`config.mk`:
```
export PLATFORM = sky130hd
export DESIGN_NAME = instr_fetch_unit
export DESIGN_NICKNAME = d
export VERILOG_FILES = /design/src/rtl/cpu_pkg.sv /design/src/rtl/fetch_fifo.sv /design/src/rtl/instr_fetch_unit.sv
export SDC_FILE = /design/constraint.sdc
export NUM_CORES = 1
export LEC_CHECK = 0
export ABC_AREA = 1
export CORE_ASPECT_RATIO = 2
export CORE_MARGIN = 5
export CORE_UTILIZATION = 53
export DETAILED_ROUTE_END_ITERATION = 16
export PLACE_DENSITY = 0.84
export SYNTH_ARGS = -nofsm -noshare
export SYNTH_HDL_FRONTEND = slang
export SYNTH_HIERARCHICAL = 1
export SYNTH_SLANG_ARGS = --single-unit
```
`constraint.sdc`:
```
create_clock -name clk -period 6.35 [get_ports clk]
set_input_delay 1.27 -clock clk [delete_from_list [all_inputs] [get_ports clk]]
set_output_delay 1.27 -clock clk [all_outputs]
set_load 0.01 [all_outputs]
```
`src/rtl/cpu_pkg.sv`:
```
// cpu_pkg: shared definitions for the cpu_core front end.
//   XLEN          default data/address width
//   RESET_PC      default first fetch address after reset
//   INSTR_NOP     canonical no-op encoding (addi x0,x0,0)
//   fetch_state_t fetch sequencer states
package cpu_pkg;
  localparam int XLEN = 32;
  localparam logic [XLEN-1:0] RESET_PC = '0;
  localparam logic [31:0] INSTR_NOP = 32'h0000_0013;

  typedef enum logic [1:0] {
    IDLE,
    REQ,
    WAIT,
    DROP
  } fetch_state_t;
endpackage

```
`src/rtl/fetch_fifo.sv`:
```
// fetch_fifo: synchronous instruction buffer with flush.
//   clk, reset        clock, asynchronous active-high reset
//   flush             discard all entries (a push in the same cycle lands as the only entry)
//   push, push_data   write one entry; dropped when full unless a pop frees a slot
//   pop               consume the head entry (ignored when empty or flushing)
//   head_valid        buffer not empty
//   head_data         head entry, read straight from storage registers
//   count             number of entries held
module fetch_fifo #(
  parameter int WIDTH = 64,
  parameter int DEPTH = 2
) (
  input  logic                   clk,
  input  logic                   reset,
  input  logic                   flush,
  input  logic                   push,
  input  logic [WIDTH-1:0]       push_data,
  input  logic                   pop,
  output logic                   head_valid,
  output logic [WIDTH-1:0]       head_data,
  output logic [$clog2(DEPTH):0] count
);
  localparam int AW = $clog2(DEPTH);
  localparam logic [AW-1:0] PTR_ONE = AW'(1);
  localparam logic [AW:0]   CNT_ONE = (AW+1)'(1);
  localparam logic [AW:0]   CNT_FULL = (AW+1)'(DEPTH);

  logic [WIDTH-1:0] mem [DEPTH];
  logic [AW-1:0]    wr_ptr;
  logic [AW-1:0]    rd_ptr;
  logic             do_push;
  logic             do_pop;

  assign do_pop  = pop && (count != '0);
  // A full buffer still accepts a push when the head leaves in the same cycle.
  assign do_push = push && ((count != CNT_FULL) || do_pop);

  always_ff @(posedge clk or posedge reset) begin
    if (reset) begin
      wr_ptr <= '0;
      rd_ptr <= '0;
      count  <= '0;
      for (int i = 0; i < DEPTH; i++) mem[i] <= '0;
    end else if (flush) begin
      rd_ptr <= '0;
      if (push) begin
        mem[0] <= push_data;
        wr_ptr <= PTR_ONE;
        count  <= CNT_ONE;
      end else begin
        wr_ptr <= '0;
        count  <= '0;
      end
    end else begin
      if (do_push) begin
        mem[wr_ptr] <= push_data;
        wr_ptr      <= wr_ptr + PTR_ONE;
      end
      if (do_pop) rd_ptr <= rd_ptr + PTR_ONE;
      case ({do_push, do_pop})
        2'b10:   count <= count + CNT_ONE;
        2'b01:   count <= count - CNT_ONE;
        default: count <= count;
      endcase
    end
  end

  assign head_valid = (count != '0);
  assign head_data  = mem[rd_ptr];
endmodule

```
`src/rtl/instr_fetch_unit.sv`:
```
// instr_fetch_unit: fetch stage of cpu_core. Owns the PC, issues word reads
// to instruction ROM (one outstanding), buffers words in fetch_fifo and
// presents {pc, instr} to decode. Redirects flush all wrong-path words.
//   clk, reset                      clock, asynchronous active-high reset
//   imem_req_valid/addr/ready       ROM read request (word-aligned address)
//   imem_rsp_valid/data             ROM read response, in order
//   redirect_valid/pc               branch/jump target from execute
//   instr_valid/ready/data/pc       buffered instruction to decode
//   instr_fault                     head entry is a misaligned-target fault
// Optional feature macro FETCH_MISALIGN_TRAP_EN: a misaligned redirect pushes
// a single fault entry and halts fetch until the next redirect. Without it
// the low two target bits are cleared and instr_fault is tied low.
//
// state | meaning
// IDLE  | first cycle out of reset, nothing issued
// REQ   | request ROM read when the buffer can hold the reply
// WAIT  | one read outstanding, reply is pushed on arrival
// DROP  | one stale read outstanding, reply is discarded
module instr_fetch_unit #(
  parameter int              XLEN       = cpu_pkg::XLEN,
  parameter logic [XLEN-1:0] RESET_PC   = cpu_pkg::RESET_PC,
  parameter int              FIFO_DEPTH = 2
) (
  input  logic            clk,
  input  logic            reset,
  output logic            imem_req_valid,
  output logic [XLEN-1:0] imem_req_addr,
  input  logic            imem_req_ready,
  input  logic            imem_rsp_valid,
  input  logic [XLEN-1:0] imem_rsp_data,
  input  logic            redirect_valid,
  input  logic [XLEN-1:0] redirect_pc,
  output logic            instr_valid,
  input  logic            instr_ready,
  output logic [XLEN-1:0] instr_data,
  output logic [XLEN-1:0] instr_pc,
  output logic            instr_fault
);
  import cpu_pkg::*;

  localparam int CW = $clog2(FIFO_DEPTH) + 1;
  localparam logic [XLEN-1:0] ALIGN_MASK = ~XLEN'(3);
  localparam logic [XLEN-1:0] PC_STEP    = XLEN'(4);
  localparam logic [CW-1:0]   FIFO_FULL  = CW'(FIFO_DEPTH);
`ifdef FETCH_MISALIGN_TRAP_EN
  localparam int EW = 2*XLEN + 1;
`else
  localparam int EW = 2*XLEN;
`endif

  fetch_state_t    state;
  logic [XLEN-1:0] fetch_pc;
  logic [CW-1:0]   fifo_count;
  logic [EW-1:0]   push_entry;
  logic [EW-1:0]   head_entry;
  logic            fifo_push;
  logic            req_fire;
  logic            stale_in_flight;
  logic            halted;

  // Only REQ has no read outstanding, so a free slot there covers the reply.
  assign imem_req_valid = (state == REQ) && !halted && (fifo_count < FIFO_FULL);
  assign imem_req_addr  = fetch_pc & ALIGN_MASK;
  assign req_fire       = imem_req_valid && imem_req_ready;

  // After a redirect, a read accepted this cycle or still unanswered must be drained.
  assign stale_in_flight = req_fire ||
                           (((state == WAIT) || (state == DROP)) && !imem_rsp_valid);

`ifdef FETCH_MISALIGN_TRAP_EN
  logic misaligned;
  assign misaligned = redirect_valid && (redirect_pc[1:0] != 2'b00);
  assign fifo_push  = ((state == WAIT) && imem_rsp_valid && !redirect_valid) || misaligned;
  assign push_entry = misaligned ? {redirect_pc, {XLEN{1'b0}}, 1'b1}
                                 : {fetch_pc, imem_rsp_data, 1'b0};
  assign instr_pc    = head_entry[2*XLEN:XLEN+1];
  assign instr_data  = head_entry[XLEN:1];
  assign instr_fault = head_entry[0];
`else
  assign halted      = 1'b0;
  assign fifo_push   = (state == WAIT) && imem_rsp_valid && !redirect_valid;
  assign push_entry  = {fetch_pc, imem_rsp_data};
  assign instr_pc    = head_entry[2*XLEN-1:XLEN];
  assign instr_data  = head_entry[XLEN-1:0];
  assign instr_fault = 1'b0;
`endif

  always_ff @(posedge clk or posedge reset) begin
    if (reset) begin
      state    <= IDLE;
      fetch_pc <= RESET_PC;
`ifdef FETCH_MISALIGN_TRAP_EN
      halted   <= 1'b0;
`endif
    end else if (redirect_valid) begin
      fetch_pc <= redirect_pc & ALIGN_MASK;
      state    <= stale_in_flight ? DROP : REQ;
`ifdef FETCH_MISALIGN_TRAP_EN
      halted   <= misaligned;
`endif
    end else begin
      case (state)
        IDLE: state <= REQ;
        REQ:  if (req_fire) state <= WAIT;
        WAIT: if (imem_rsp_valid) begin
          fetch_pc <= fetch_pc + PC_STEP;
          state    <= REQ;
        end
        DROP: if (imem_rsp_valid) state <= REQ;
        default: state <= IDLE;
      endcase
    end
  end

  // The pop in a redirect cycle was already taken by decode; flush covers the rest.
  fetch_fifo #(
    .WIDTH (EW),
    .DEPTH (FIFO_DEPTH)
  ) u_fifo (
    .clk        (clk),
    .reset      (reset),
    .flush      (redirect_valid),
    .push       (fifo_push),
    .push_data  (push_entry),
    .pop        (instr_ready),
    .head_valid (instr_valid),
    .head_data  (head_entry),
    .count      (fifo_count)
  );
endmodule

```
==> flow_metrics.env <==
export IMPL_power_frac_seq_pct=36.9
export IMPL_grt_max_degree=130
export IMPL_num_vias=7600
export IMPL_grt_first_pass_wirelength_mm=36.9
export IMPL_drv_cap=0
export IMPL_cp_required_ns=5.08
export IMPL_switching_power_mw=1.36
export IMPL_p_per_area_nw_per_um2=380
export IMPL_core_um2=16200
export IMPL_setup_viol=0
export IMPL_clk_transition_reported_paths_ns=0.06
export IMPL_ys_seq_area_share_pct=47.6
export IMPL_power_leakage_nw=5.13
export IMPL_cp_max_fo=129
export IMPL_cts_path_max_buffers=2
export IMPL_drt_iter0_drc=472
export IMPL_portBuffers=163
export IMPL_dp_hpwl_mm=15.1
export IMPL_synth_cell_type_count=34
export IMPL_fin_worst_skew_ns=0.0111
export IMPL_fp_dieH_um=190
export IMPL_wl_met1_mm=8.47
export IMPL_relSlewSlack_pct=18.8
export IMPL_wl_per_cell_um=15.6
export IMPL_die_area_um2=19100
export IMPL_period_share_pct=61.8
export IMPL_die_w_um=100
export IMPL_p_int_mw=2.75
export IMPL_rsz0062_at_grt="no"
export IMPL_synthFlopType="dfrtp_1"
export IMPL_rows=66
export IMPL_yosys_area_top_type="dfrtp_1"
export IMPL_cp_arrival_ns=2.66
export IMPL_synth_most_common_cell="nand2_1"
export IMPL_synth_area_leaders="dfrtp_1 (48%), nand2_1 (18%), nand3_1 (6.1%)"
export IMPL_timing_final_ws_setup_ns=2.42
export IMPL_diodes=0
export IMPL_grt_pass1_vias=7606
export IMPL_status="complete, no violations"
export IMPL_cts_sinks=164
export IMPL_track_usage_pct=24.4
export IMPL_synth_edf_count=0
export IMPL_place_ws_ns=2.43
export IMPL_boundaryPins=169
export IMPL_fin_nets=1299
export IMPL_p_comb_share_pct=36.5
export IMPL_grt_overflow_total=0
export IMPL_cts_buffers_inserted=17
export IMPL_synth_top_area_share_pct=47.6
export IMPL_hold_violations=0
export IMPL_pwr_share_clk_pct=26.6
export IMPL_clockRootBuffer="clkbuf_16"
export IMPL_ys_warn_count=6
export IMPL_clock_latency_ns=0.42
export IMPL_met3WireLength_mm=1.22
export IMPL_wl_mm=22.6
export IMPL_finish_utilization_pct=66.9
export IMPL_grt_antenna_before_repair=0
export IMPL_r2r_cells=8
export IMPL_top_layer_used="met4"
export IMPL_finalSetupTns_ns=0
export IMPL_critical_path_class="reg -> out"
export IMPL_hold_buffers=0
export IMPL_viasPerCell=5.26
export IMPL_cts_tree="yes"
export IMPL_period_needed_ns=3.93
export IMPL_hold_ws_ns=0.470
export IMPL_ys_ff_latch=164
export IMPL_timing_fmax_mhz=255
export IMPL_worst_r2r_setup_slack_ns=3.72
export IMPL_h_tree_depth=4
export IMPL_synth_area_um2=8630
export IMPL_post_cts_resize_count=0
export IMPL_antenna_left=0
export IMPL_end_kind="primary output"
export IMPL_tightestPinTransition_ns=1.22
export IMPL_drc=0
export IMPL_cts_setup_buffers=0
export IMPL_gp_congestion=0.907
export IMPL_synthTopCellsByCount="nand2_1 (405), dfrtp_1 (164), inv_1 (109)"
export IMPL_ir_drop_uv=210
export IMPL_area_delta_synth_final_pct=25.4
export IMPL_hold_depth=2
export IMPL_async_flop_share_pct=100
export IMPL_synth_area_per_cell_um2=7.90
export IMPL_layout_drive_gt1_share_pct=11.2
export IMPL_hold_class="reg -> reg"
export IMPL_initial_core_util_pct=53.3
export IMPL_drtPass1Iterations=6
export IMPL_swShare_pct=33.0
export IMPL_wl_met2_mm=11.9
export IMPL_startpoint_type="flip-flop"
export IMPL_drv_slew=0
export IMPL_p_total_mw=4.11
export IMPL_syn_inst=1093
metrics by stage:
stage / area (um^2) / instances
2_1_floorplan: 8650 / 1099
3_3_place_gp: 10200 / 1413
3_5_place_dp: 10200 / 1413
4_1_cts: 10800 / 1445
5_1_grt: 10800 / 1445
6_report: 10800 / 1445
routing by layer:
layer  GRT usage, %  vias up
met2           42.3      277
met3           3.92       70
li1               -     3678
met4           13.4        0
met5              0        -
met1           28.2     3575
cells by family after synthesis:
| logic type | share of synthesized area, % |
|---|---|
| buf+inv | 9.80 |
| simple gates | 29.7 |
| compound gates | 11.7 |
| other cells | 0.0434 |
| fa+ha+maj | 0.145 |
| flops | 47.6 |
| xor+xnor | 1.01 |
power groups by stage:
stage / Clock (mW) / Combinational (mW) / Sequential (mW)
detailed placement: 0 / 1.51 / 1.54
floorplan: 0 / 0.853 / 1.45
finish: 1.09 / 1.50 / 1.52
global placement: 0 / 1.48 / 1.52
global route: 1.16 / 1.65 / 1.55
CTS: 1.12 / 1.52 / 1.52
worst paths after layout:
path / end / startpoint
worst max register to register: u_fifo/mem[41] / state[0]
worst min register to register: u_fifo/mem[22] / u_fifo/mem[22]
worst max-delay path: instr_pc[26] / u_fifo/rd_ptr
min in group asynchronous: state[1] / reset
max in group asynchronous: u_fifo/mem[64] / reset
worst min-delay path: u_fifo/mem[22] / u_fifo/mem[22]
layout make-up:
cell class	instances	area [um^2]
flip-flops and latches	164	4110
well taps	204	255
clock inverters	12	179
repair buffers	168	1670
clock buffers	20	457
multi-input cells	762	3720
inverters	115	434
fillers	1354	5360
cells in the final DEF, fill, tap and decap left out, drive strengths merged:
| master | n |
|---|---|
| xor2 | 5 |
| a21oi | 8 |
| nand3 | 107 |
| ha | 1 |
| clkbuf | 20 |
| nor3b | 1 |
| buf | 5 |
| nand2 | 419 |
| nand4 | 1 |
| clkinvlp | 3 |
| o211ai | 5 |
| nor3 | 1 |
| nor2 | 59 |
| clkdlybuf4s50 | 163 |
| inv | 115 |
| a211oi | 1 |
| o21bai | 1 |
| clkinv | 5 |
| bufinv | 4 |
| dfrtp | 164 |
| xnor2 | 5 |
| conb | 7 |
| o21ai | 139 |
| nand3b | 2 |
state kept, by name, summed over array words and instances (netlist names):
name	cells
state	2
u_fifo/count	2
u_fifo/wr_ptr	1
u_fifo/mem	128
fetch_pc	30
u_fifo/rd_ptr	1
critical path, cell delays in order, from the launching register on:
cell             delay, ns
dfrtp_4               1.17
o21ai_0               0.38
clkdlybuf4s50_1       0.57
Note: power is estimated with default switching activity, not from simulation.
